### config.mk
export PLATFORM = sky130hd
export DESIGN_NAME = bp_be_dual_issue_sched
export DESIGN_NICKNAME = d
export VERILOG_FILES = /design/src/rtl/bp_be_pkg.sv /design/src/rtl/bp_be_sched_scoreboard.sv /design/src/rtl/bp_be_dual_issue_sched.sv
export SDC_FILE = /design/constraint.sdc
export NUM_CORES = 1
export LEC_CHECK = 0
export CAP_MARGIN = 20
export CORE_MARGIN = 2
export CORE_UTILIZATION = 60
export DETAILED_ROUTE_END_ITERATION = 8
export PLACE_DENSITY = 0.87
export SYNTH_ARGS = -nofsm -noshare
export SYNTH_HDL_FRONTEND = slang
export SYNTH_SLANG_ARGS = --single-unit
export TNS_END_PERCENT = 20
### constraint.sdc
create_clock -name clk_i -period 10.7 [get_ports clk_i]
set_input_delay 2.14 -clock clk_i [delete_from_list [all_inputs] [get_ports clk_i]]
set_output_delay 2.14 -clock clk_i [all_outputs]
set_load 0.01 [all_outputs]
### src/rtl/bp_be_pkg.sv
// Shared types for the backend dual-issue scheduler: queue entry layout,
// scheduler FSM states and a small lane-count helper.
package bp_be_pkg;

    localparam int unsigned sched_reg_addr_width_gp = 5;
    localparam int unsigned sched_payload_width_gp  = 64;

    typedef enum logic [0:0] {
        e_run   = 1'b0,
        e_drain = 1'b1
    } bp_be_sched_state_e;

    // One decoded instruction as held in the issue queue.
    // rs_v[0] qualifies rs1, rs_v[1] qualifies rs2.
    typedef struct packed {
        logic [sched_reg_addr_width_gp-1:0] rs1;
        logic [sched_reg_addr_width_gp-1:0] rs2;
        logic [1:0]                         rs_v;
        logic [sched_reg_addr_width_gp-1:0] rd;
        logic                               rd_w_v;
        logic                               long;
        logic                               fence;
        logic [sched_payload_width_gp-1:0]  payload;
    } bp_be_sched_entry_s;

    // Number of set bits in a two-lane valid vector.
    function automatic logic [1:0] bp_be_lane_cnt(input logic [1:0] v);
        return {1'b0, v[0]} + {1'b0, v[1]};
    endfunction

endpackage

### src/rtl/bp_be_sched_scoreboard.sv
// Register-file-sized busy-bit vector for in-flight long-latency destinations.
// Two set ports (one per issue slot), one clear port, combinational lookups.
// Register x0 is never scored, so any lookup of x0 misses.
module bp_be_sched_scoreboard #(
    parameter int unsigned reg_addr_width_p = 5,
    parameter int unsigned num_set_p        = 2,
    parameter int unsigned num_rd_p         = 6
) (
    input  logic                                        clk_i,
    input  logic                                        reset_n_i,
    input  logic [num_set_p-1:0]                        set_v_i,
    input  logic [num_set_p-1:0][reg_addr_width_p-1:0]  set_rd_i,
    input  logic                                        clear_v_i,
    input  logic [reg_addr_width_p-1:0]                 clear_rd_i,
    input  logic [num_rd_p-1:0][reg_addr_width_p-1:0]   rd_addr_i,
    output logic [num_rd_p-1:0]                         rd_hit_o,
    output logic                                        empty_o
);

    localparam int unsigned els_lp = 1 << reg_addr_width_p;
    localparam logic [els_lp-1:0] x0_mask_lp = ~(els_lp'(1));

    logic [els_lp-1:0] sb_q, sb_d;
    logic [els_lp-1:0] set_vec, clr_vec;

    // Decode set/clear requests; set is applied after clear so it wins on the same bit.
    always_comb begin
        set_vec = '0;
        clr_vec = '0;
        for (int i = 0; i < num_set_p; i++) begin
            if (set_v_i[i]) set_vec[set_rd_i[i]] = 1'b1;
        end
        if (clear_v_i) clr_vec[clear_rd_i] = 1'b1;
        sb_d = ((sb_q & ~clr_vec) | set_vec) & x0_mask_lp;
    end

    // Busy-bit register.
    always_ff @(posedge clk_i or negedge reset_n_i) begin
        if (!reset_n_i) sb_q <= '0;
        else            sb_q <= sb_d;
    end

    // Lookups see the registered vector only; a clear shows up next cycle.
    always_comb begin
        for (int i = 0; i < num_rd_p; i++) rd_hit_o[i] = sb_q[rd_addr_i[i]];
    end

    assign empty_o = ~|sb_q;

endmodule

### src/rtl/bp_be_dual_issue_sched.sv
// In-order dual-issue scheduler: a small circular issue queue feeding two
// backend slots (slot 0 older). Issue selection is purely a function of the
// registered queue head and registered scoreboard. Fences drain the scoreboard
// and then issue alone.
module bp_be_dual_issue_sched
    import bp_be_pkg::*;
#(
    parameter int unsigned queue_els_p      = 4,
    parameter int unsigned payload_width_p  = sched_payload_width_gp,
    parameter int unsigned reg_addr_width_p = sched_reg_addr_width_gp
) (
    input  logic                                  clk_i,
    input  logic                                  reset_n_i,
    input  logic                                  flush_i,
    input  logic [1:0]                            enq_v_i,
    output logic                                  enq_ready_o,
    input  logic [1:0][reg_addr_width_p-1:0]      enq_rs1_i,
    input  logic [1:0][reg_addr_width_p-1:0]      enq_rs2_i,
    input  logic [1:0][1:0]                       enq_rs_v_i,
    input  logic [1:0][reg_addr_width_p-1:0]      enq_rd_i,
    input  logic [1:0]                            enq_rd_w_v_i,
    input  logic [1:0]                            enq_long_i,
    input  logic [1:0]                            enq_fence_i,
    input  logic [1:0][payload_width_p-1:0]       enq_payload_i,
    input  logic                                  iss_ready_i,
    output logic [1:0]                            iss_v_o,
    output logic [1:0][payload_width_p-1:0]       iss_payload_o,
    input  logic                                  clear_v_i,
    input  logic [reg_addr_width_p-1:0]           clear_rd_i,
    output logic                                  sb_empty_o,
    output logic [$clog2(queue_els_p+1)-1:0]      count_o
);

    localparam int unsigned ptr_w_lp = $clog2(queue_els_p);
    localparam int unsigned cnt_w_lp = $clog2(queue_els_p + 1);

    logic [ptr_w_lp-1:0] head_q, head_d, tail_q, tail_d;
    logic [ptr_w_lp-1:0] head_p1, tail_p1;
    logic [cnt_w_lp-1:0] cnt_q, cnt_d;
    bp_be_sched_state_e  state_q, state_d;
    bp_be_sched_entry_s  mem_q [queue_els_p];
    bp_be_sched_entry_s  mem_d [queue_els_p];
    bp_be_sched_entry_s  enq_e [2];
    bp_be_sched_entry_s  e0, e1;

    logic [5:0][reg_addr_width_p-1:0] sb_addr;
    logic [5:0]                       sb_hit;
    logic                             sb_empty;
    logic [1:0]                       sb_set_v;
    logic [1:0][reg_addr_width_p-1:0] sb_set_rd;

    logic       present0, present1, sb_ok0, sb_ok1, wr0, raw01, waw01;
    logic       elig0, elig1;
    logic [1:0] iss_v, fire;
    logic       enq_fire;
    logic [1:0] n_enq, n_deq;

    assign head_p1 = head_q + ptr_w_lp'(1);
    assign tail_p1 = tail_q + ptr_w_lp'(1);
    assign e0      = mem_q[head_q];
    assign e1      = mem_q[head_p1];

    // Pack the per-lane enqueue ports into queue entries.
    always_comb begin
        for (int l = 0; l < 2; l++) begin
            enq_e[l]         = '0;
            enq_e[l].rs1     = enq_rs1_i[l];
            enq_e[l].rs2     = enq_rs2_i[l];
            enq_e[l].rs_v    = enq_rs_v_i[l];
            enq_e[l].rd      = enq_rd_i[l];
            enq_e[l].rd_w_v  = enq_rd_w_v_i[l];
            enq_e[l].long    = enq_long_i[l];
            enq_e[l].fence   = enq_fence_i[l];
            enq_e[l].payload = enq_payload_i[l];
        end
    end

    assign sb_addr   = {e1.rd, e1.rs2, e1.rs1, e0.rd, e0.rs2, e0.rs1};
    assign sb_set_v  = fire & {e1.long & e1.rd_w_v, e0.long & e0.rd_w_v};
    assign sb_set_rd = {e1.rd, e0.rd};

    bp_be_sched_scoreboard #(
        .reg_addr_width_p (reg_addr_width_p),
        .num_set_p        (2),
        .num_rd_p         (6)
    ) u_sb (
        .clk_i      (clk_i),
        .reset_n_i  (reset_n_i),
        .set_v_i    (sb_set_v),
        .set_rd_i   (sb_set_rd),
        .clear_v_i  (clear_v_i),
        .clear_rd_i (clear_rd_i),
        .rd_addr_i  (sb_addr),
        .rd_hit_o   (sb_hit),
        .empty_o    (sb_empty)
    );

    // Hazard checks on the two oldest entries; x0 never hits or matches.
    always_comb begin
        present0 = (cnt_q != '0);
        present1 = (cnt_q >= cnt_w_lp'(2));
        sb_ok0   = !(e0.rs_v[0] & sb_hit[0]) & !(e0.rs_v[1] & sb_hit[1]) & !(e0.rd_w_v & sb_hit[2]);
        sb_ok1   = !(e1.rs_v[0] & sb_hit[3]) & !(e1.rs_v[1] & sb_hit[4]) & !(e1.rd_w_v & sb_hit[5]);
        wr0      = e0.rd_w_v & (e0.rd != '0);
        raw01    = wr0 & ((e1.rs_v[0] & (e1.rs1 == e0.rd)) | (e1.rs_v[1] & (e1.rs2 == e0.rd)));
        waw01    = wr0 & e1.rd_w_v & (e1.rd == e0.rd);
        elig0    = present0 & sb_ok0 & !e0.fence;
        elig1    = elig0 & present1 & sb_ok1 & !raw01 & !waw01 & !(e0.long & e1.long) & !e1.fence;
    end

    // FSM next state and slot valids: run issues normally, drain holds a head
    // fence until the scoreboard is empty and then issues it alone.
    always_comb begin
        state_d = state_q;
        iss_v   = 2'b00;
        unique case (state_q)
            e_run: begin
                iss_v = {elig1, elig0};
                if (present0 && e0.fence) state_d = e_drain;
            end
            e_drain: begin
                iss_v = {1'b0, present0 & sb_empty};
                if (iss_v[0] && iss_ready_i) state_d = e_run;
            end
            default: state_d = e_run;
        endcase
        if (flush_i) state_d = e_run;
    end

    assign fire = iss_v & {2{iss_ready_i}};

    // Queue pointer/count update; flush empties the queue and beats enqueue.
    always_comb begin
        enq_fire = enq_ready_o & !flush_i;
        n_enq    = enq_fire ? bp_be_lane_cnt({enq_v_i[1] & enq_v_i[0], enq_v_i[0]}) : 2'd0;
        n_deq    = bp_be_lane_cnt(fire);
        head_d   = head_q + ptr_w_lp'(n_deq);
        tail_d   = tail_q + ptr_w_lp'(n_enq);
        cnt_d    = cnt_q + cnt_w_lp'(n_enq) - cnt_w_lp'(n_deq);
        if (flush_i) begin
            head_d = '0;
            tail_d = '0;
            cnt_d  = '0;
        end
    end

    // Queue storage writes at the tail.
    always_comb begin
        mem_d = mem_q;
        if (enq_fire && enq_v_i[0])               mem_d[tail_q]  = enq_e[0];
        if (enq_fire && enq_v_i[0] && enq_v_i[1]) mem_d[tail_p1] = enq_e[1];
    end

    // Control state: pointers, occupancy and FSM.
    always_ff @(posedge clk_i or negedge reset_n_i) begin
        if (!reset_n_i) begin
            head_q  <= '0;
            tail_q  <= '0;
            cnt_q   <= '0;
            state_q <= e_run;
        end else begin
            head_q  <= head_d;
            tail_q  <= tail_d;
            cnt_q   <= cnt_d;
            state_q <= state_d;
        end
    end

    // Queue payload storage; occupancy gates its use, so it needs no reset.
    always_ff @(posedge clk_i) begin
        mem_q <= mem_d;
    end

    assign enq_ready_o   = (cnt_q <= cnt_w_lp'(queue_els_p - 2));
    assign iss_v_o       = iss_v;
    assign iss_payload_o = {e1.payload, e0.payload};
    assign sb_empty_o    = sb_empty;
    assign count_o       = cnt_q;

endmodule

==> flow_summary.toml <==
[status]
status = "finished clean"

[sta]
period_share_pct = 69.80
worstMarginPinSlew_ps = 1151
slew_viol_final = 0
finalCriticalPeriod_ps = 7468
tns_ps = 0
grt_setup_unrepaired = "false"
hold_viol_final = 0
fmax_mhz = 133.9
timing.hold.ws_ps = 553.1
final.setup_skew_ps = 14.82
slew_headroom_pct = 23.30
finalSetupViolations = 0
fin_ws_ps = 3232

[logic_synthesis]
synth-edff-count = 0
syn_avg_cell_area_um2 = 9.968
synthDistinctLibCells = 66
synth_warnings = 0
syn_area_um2 = 22170
yosysSeqAreaShare_pct = 34.74
async_reset_ff_share_pct = 10.40
ys_ff_latch = 375
mappedNetlistNets = 2411
synthCells = 2224
synth_ff_type = "dfxtp_1"

[final_layout]
final_common_cell = "mux2i_1"
area_delta_synth_final_pct = 20.95
nFillCells = 2426
drive_above_1_share_pct = 11.94
mostFrequentLayoutCells = "mux2i_1 (417), dfxtp_1 (336), clkdlybuf4s50_1 (313)"
nets = 2609
final_cells = 2928
post-route-util_pct = 73.42

[clocking]
path_clk_slew_ps = 60
postCtsHoldBufs = 0
clock-root-buffer = "clkbuf_16"
tritoncts = "yes"
h-tree-depth = 2
cts_buffers = 41
cts_setup_buffers = 0
ctsResizeCount = 0
clk_latency_ps = 570
cts_sinks = 375
clockBufferDepth = 3

[worst_setup_path]
crit_slowest_cell = "mux4_1"
cp.required_ps = 8560
slowest_delay_ps = 900
critPathCaptureType = "output pin"
startpoint_type = "flop"
path_max_fanout = 58
cp_cell_sequence = "buf_4, mux4_1, mux2_2, a221o_1, o22ai_1, nand2b_1, a31oi_1, and4_1, clkdlybuf4s50_1"
critPathKind = "reg2out"
critPathArrivalTime_ps = 5330

[global_route]
grt_max_degree = 107
grt_pass1_wl_um = 110900
grt_busiest_layer = "met2"
antenna_found_initial = 9
overflow = 0
grt_util_met3_pct = 9.421
use_met1_pct = 44.16
grt_pass1_vias = 20080
grt_usage_pct = 36.37
grt_use_met2_pct = 60.20

[drt]
drt_iter0_markers = 1723
routed_via_density = 6.714
drcViolationCount = 0
wirelength_um = 71180
vias = 19660
final_antenna_net_count = 0
wire_per_inst_um = 24.31
first_pass_iters = 8

[hold_path]
min_path_type = "reg2reg"

[place]
place_worst_setup_slack_ps = 3745
portBuffers = 314
dp_hpwl_um = 45660
placed_cells = 2846
place.gp.congestion = 1.013

[power_and_ir_drop]
power_leakage_nw = 11.37
power_per_cell_area_nw_per_um2 = 294.7
peakVddDrop_mv = 0.2226

[die]
top_level_ports = 315
chipWidth_um = 196.2
core_um2 = 36520
initial_core_util_pct = 60.70
std_cell_rows = 70
dieArea_um2 = 38500
fp.dieH_um = 196.2

[job]
drv_cap = 0
## kinds of logic after synthesis
kind of cell | share of synthesized area (%)
multiplexers | 37.11
flip-flops | 34.74
adder cells (fa/ha/maj) | 0.4628
XOR/XNOR | 0.6322
buffers and inverters | 3.798
AO/OA/AOI/OAI | 12.91
AND/OR/NAND/NOR | 10.33
## synthesized netlist by cell type, types with 3 or more instances
cell type  number  area [µm²]
and3_1          3       18.77
nor2_1        200       750.7
o22ai_1         3       18.77
o31a_1         23       201.4
a211oi_1        4       30.03
nor2b_1        18       112.6
buf_4           7       52.55
buf_6           5       56.30
a31oi_1         4       25.02
inv_1          20       75.07
nand3b_1        8       60.06
mux4_1          3       78.83
o21ai_1         7       35.03
mux2_2         11       123.9
o2111ai_1       3       26.28
dfrtp_1        39       975.9
nand2b_1       10       62.56
xnor2_1         7       61.31
o21ai_0       220        1101
o31ai_1         3       22.52
a311oi_1        4       35.03
a221oi_1        3       26.28
clkbuf_1      109       409.1
nor4_1         12       75.07
a22oi_1        12       90.09
mux2i_1       417        4174
a221o_1         9       90.09
and2_1          7       43.79
nand3_1        15       75.07
mux4_2        171        3851
a21oi_1       172       860.8
nor3_1          8       40.04
ha_1            5       62.56
xor2_1          9       78.83
buf_2          22       110.1
buf_1          36       135.1
o221ai_1       16       140.1
nand4_1         8       50.05
dfxtp_1       336        6726
or3_1           5       31.28
nand2_1       214       803.3
o211ai_1        3       22.52
## report_power, final
| part | leakage (nW) | total (W) | internal, W | switching, W |
|---|---|---|---|---|
| combinational | 7.30 | 0.00360 | 0.00193 | 0.00167 |
| clock | 0.708 | 0.00150 | 0.000890 | 0.000607 |
| sequential | 3.36 | 0.00280 | 0.00211 | 0.000698 |
## worst max-delay path, delay by kind of cell (launching register included)
kind,cells,cell delay [ps]
DFF,1,850
muxes,2,1310
AOI/OAI and AO/OA,3,650
and+or+nand+nor,2,580
buffers and inverters,2,1330
## cell type report
class | count | area [µm²] | share of cell area [%]
Multi-Input combinational cell | 1649 | 13680 | 51.03
Sequential cell | 375 | 7710 | 28.75
Timing Repair Buffer | 334 | 3308 | 12.34
Clock buffer | 63 | 1260 | 4.699
Tap cell | 468 | 585.6 | 2.184
Clock inverter | 12 | 172.7 | 0.6440
Inverter | 21 | 78.83 | 0.2940
Antenna cell | 6 | 15.01 | 0.05600
## per-stage QoR
step | instance area (µm²) | total power, W
floorplan | 22170 | 0.004864
global placement | 25340 | 0.006127
detailed placement | 25340 | 0.006289
CTS | 26770 | 0.007830
global route | 26810 | 0.008263
finish | 26810 | 0.007902
## final timing paths
| check | start | cells after the start | endpoint | slack, ps |
|---|---|---|---|---|
| min | mem_q[326] | 2 | mem_q[326] | 550 |
| min in group asynchronous | reset_n_i | 1 | u_sb.sb_q[8] | 1720 |
| max in group asynchronous | reset_n_i | 1 | head_q[1] | 8290 |
| max | head_q[1] | 9 | iss_v_o[1] | 3230 |
| max reg2reg | head_q[1] | 17 | count_o[2] | 4730 |
| min reg2reg | mem_q[326] | 2 | mem_q[326] | 550 |
## flip-flops by register name (all words and copies together), names as in the netlist
name and count:
mem_q 336, u_sb.sb_q 31, count_o 3, head_q 2, tail_q 2, state_q 1
## layer usage
layer  vias up  wire, µm
met5         -        38
met4         6      3419
met3       251      7563
met2      1147     34130
met1      9562     26030
li1       8692         -
Power figures use the tool's default switching activity.
==> variant, RTL diff (same settings) <==
Register the output `count_o` once more, without a reset; this adds one clock of latency there. The other outputs are not delayed to match.
--- a/src/rtl/bp_be_dual_issue_sched.sv
+++ b/src/rtl/bp_be_dual_issue_sched.sv
@@ -175,7 +175,9 @@
     assign iss_v_o       = iss_v;
     assign iss_payload_o = {e1.payload, e0.payload};
     assign sb_empty_o    = sb_empty;
-    assign count_o       = cnt_q;
+    always_ff @(posedge clk_i) begin
+        count_o <= cnt_q;
+    end
 
 endmodule
 
Check against the original RTL: not equivalent (a bounded check fails within 4 cycles, from zero or initial values and one cycle with reset_n_i low).
==> variant against the unedited design <==
  * Design area increased by 0.15%
  * Synthesized cell count increased by 0.13%
  * Count of clock-buffer cells in the layout decreased by 5
  * Sequential cell count increased by 3
  * Sequential share of layout area increased by 0.18 points
  * Total power decreased by 0.52%
  * Synthesized area increased by 0.27%
  * Cell count increased by 0.17%
  * Routed wire length increased by 0.40%
  * Setup slack got worse by 180 ps
==> variant: results (changes against the unedited design) <==
metric,value,unit,change
status,"complete, no violations",,unchanged
Synth area leaders,"dfxtp_1, mux2i_1, mux4_2",,unchanged
Synth Area in Compound Gates,0.129,,about the same
Post-DP HPWL,46600,um,was 45700 um
clock skew,30.4,ps,was 14.8 ps
via/cell ratio,6.73,,was 6.71
Post-Route WL,71500,um,was 71200 um
drt first-iter violations,1973,,was 1723
Leak,11.4,nW,about the same
syn nets,2414,,was 2411
layout cells sized above 1,0.120,,was 0.119
Async SR Flop Fraction,0.103,,was 0.104
worst hold margin,455,ps,was 553 ps
largest net degree at the start of global routing,115,,was 107
Post-Synth Adder-Cell Area,0.00462,,was 0.00463
Nets,2614,,was 2609
gpl congestion,1.03,,was 1.01
DRT Pass-1 Iters,6,,was 8
"Endpoint, Worst Hold",count_o[0]$_DFF_P_,,was mem_q[326]$_DFF_P_
first-pass GRT wire length,112000,um,was 111000 um
Worst-Margin Slew,1050,ps,was 1150 ps
Synth top area share,0.305,,was 0.303
most instantiated cells after synthesis,"mux2i_1, dfxtp_1, o21ai_0, nand2_1, nor2_1",,unchanged
Synth Area in XOR/XNOR,0.00630,,was 0.00632
total track usage,0.368,,was 0.364
number of global-route vias before repair,19900,,was 20100
sequential area share after synthesis,0.349,,was 0.347
Worst Hold Depth,0,,was 2
FF-to-FF End,cnt_q[2]$_DFF_PN0_,,was count_o[2]$_DFF_PN0_
post-synthesis mux area share,0.370,,was 0.371
VDD IR max,194,uV,was 223 uV
RR Startpoint,head_q[0]$_DFF_PN0_,,was head_q[1]$_DFF_PN0_
antenna violations before repair,8,,was 9
## variant: metrics by stage
step	util	worst slack [ps]	cell area (um2)	power [mW]	std cells
after floorplan	-	5950	22200	4.88	2227
after global placement	0.696	3730	25400	6.13	2850
after detailed placement	0.696	3650	25400	6.30	2851
after CTS	0.734	3060	26800	7.79	2925
after global routing	0.735	2710	26900	8.24	2932
final	0.735	3060	26900	7.86	2933
## variant: cell families (layout without fill, tap and decap cells)
logic type                 after synthesis  in the layout
muxes                                  602            602
and+or+nand+nor                        525            525
AOI/OAI and AO/OA                      499            499
DFF                                    378            378
buffers and inverters                  200            432
xor gates and xnor gates                16             16
adders and majority gates                7              7
other                                    0              6
## variant: final cells by class
class | count | area (um2)
inverters | 21 | 78.8
clock buffers | 58 | 1180
flip-flops and latches | 378 | 7770
fillers | 2430 | 9670
diodes | 6 | 15.0
clock inverters | 16 | 198
multi-input cells | 1649 | 13700
well taps | 468 | 586
repair buffers | 337 | 3340
## variant: worst reg2reg max path, cell delays in order (launching register included)
cell	delay, ps
dfrtp_4	790
buf_4	870
mux4_1	1120
mux2_2	420
a32oi_1	160
a211o_1	160
nand4_1	120
a31oi_1	170
and4_1	480
and2_1	270
ha_1	280
ha_1	290
inv_1	60
ha_1	130
inv_1	50
fa_1	430
xnor2_1	180
nor2_1	50
## variant: where the power goes
part           internal (mW)  switching (mW)
Clock                  0.846           0.608
Combinational           1.93            1.66
Sequential              2.12           0.696
Total                   4.89            2.97
## variant: routing by layer
layer  vias to the layer above  GRT usage  wire length [um]
met5                         -          0                32
met4                         4      0.167              2960
met3                       230     0.0957              7840
met2                      1222      0.606             34500
met1                      9589      0.456             26200
li1                       8690          -                 -
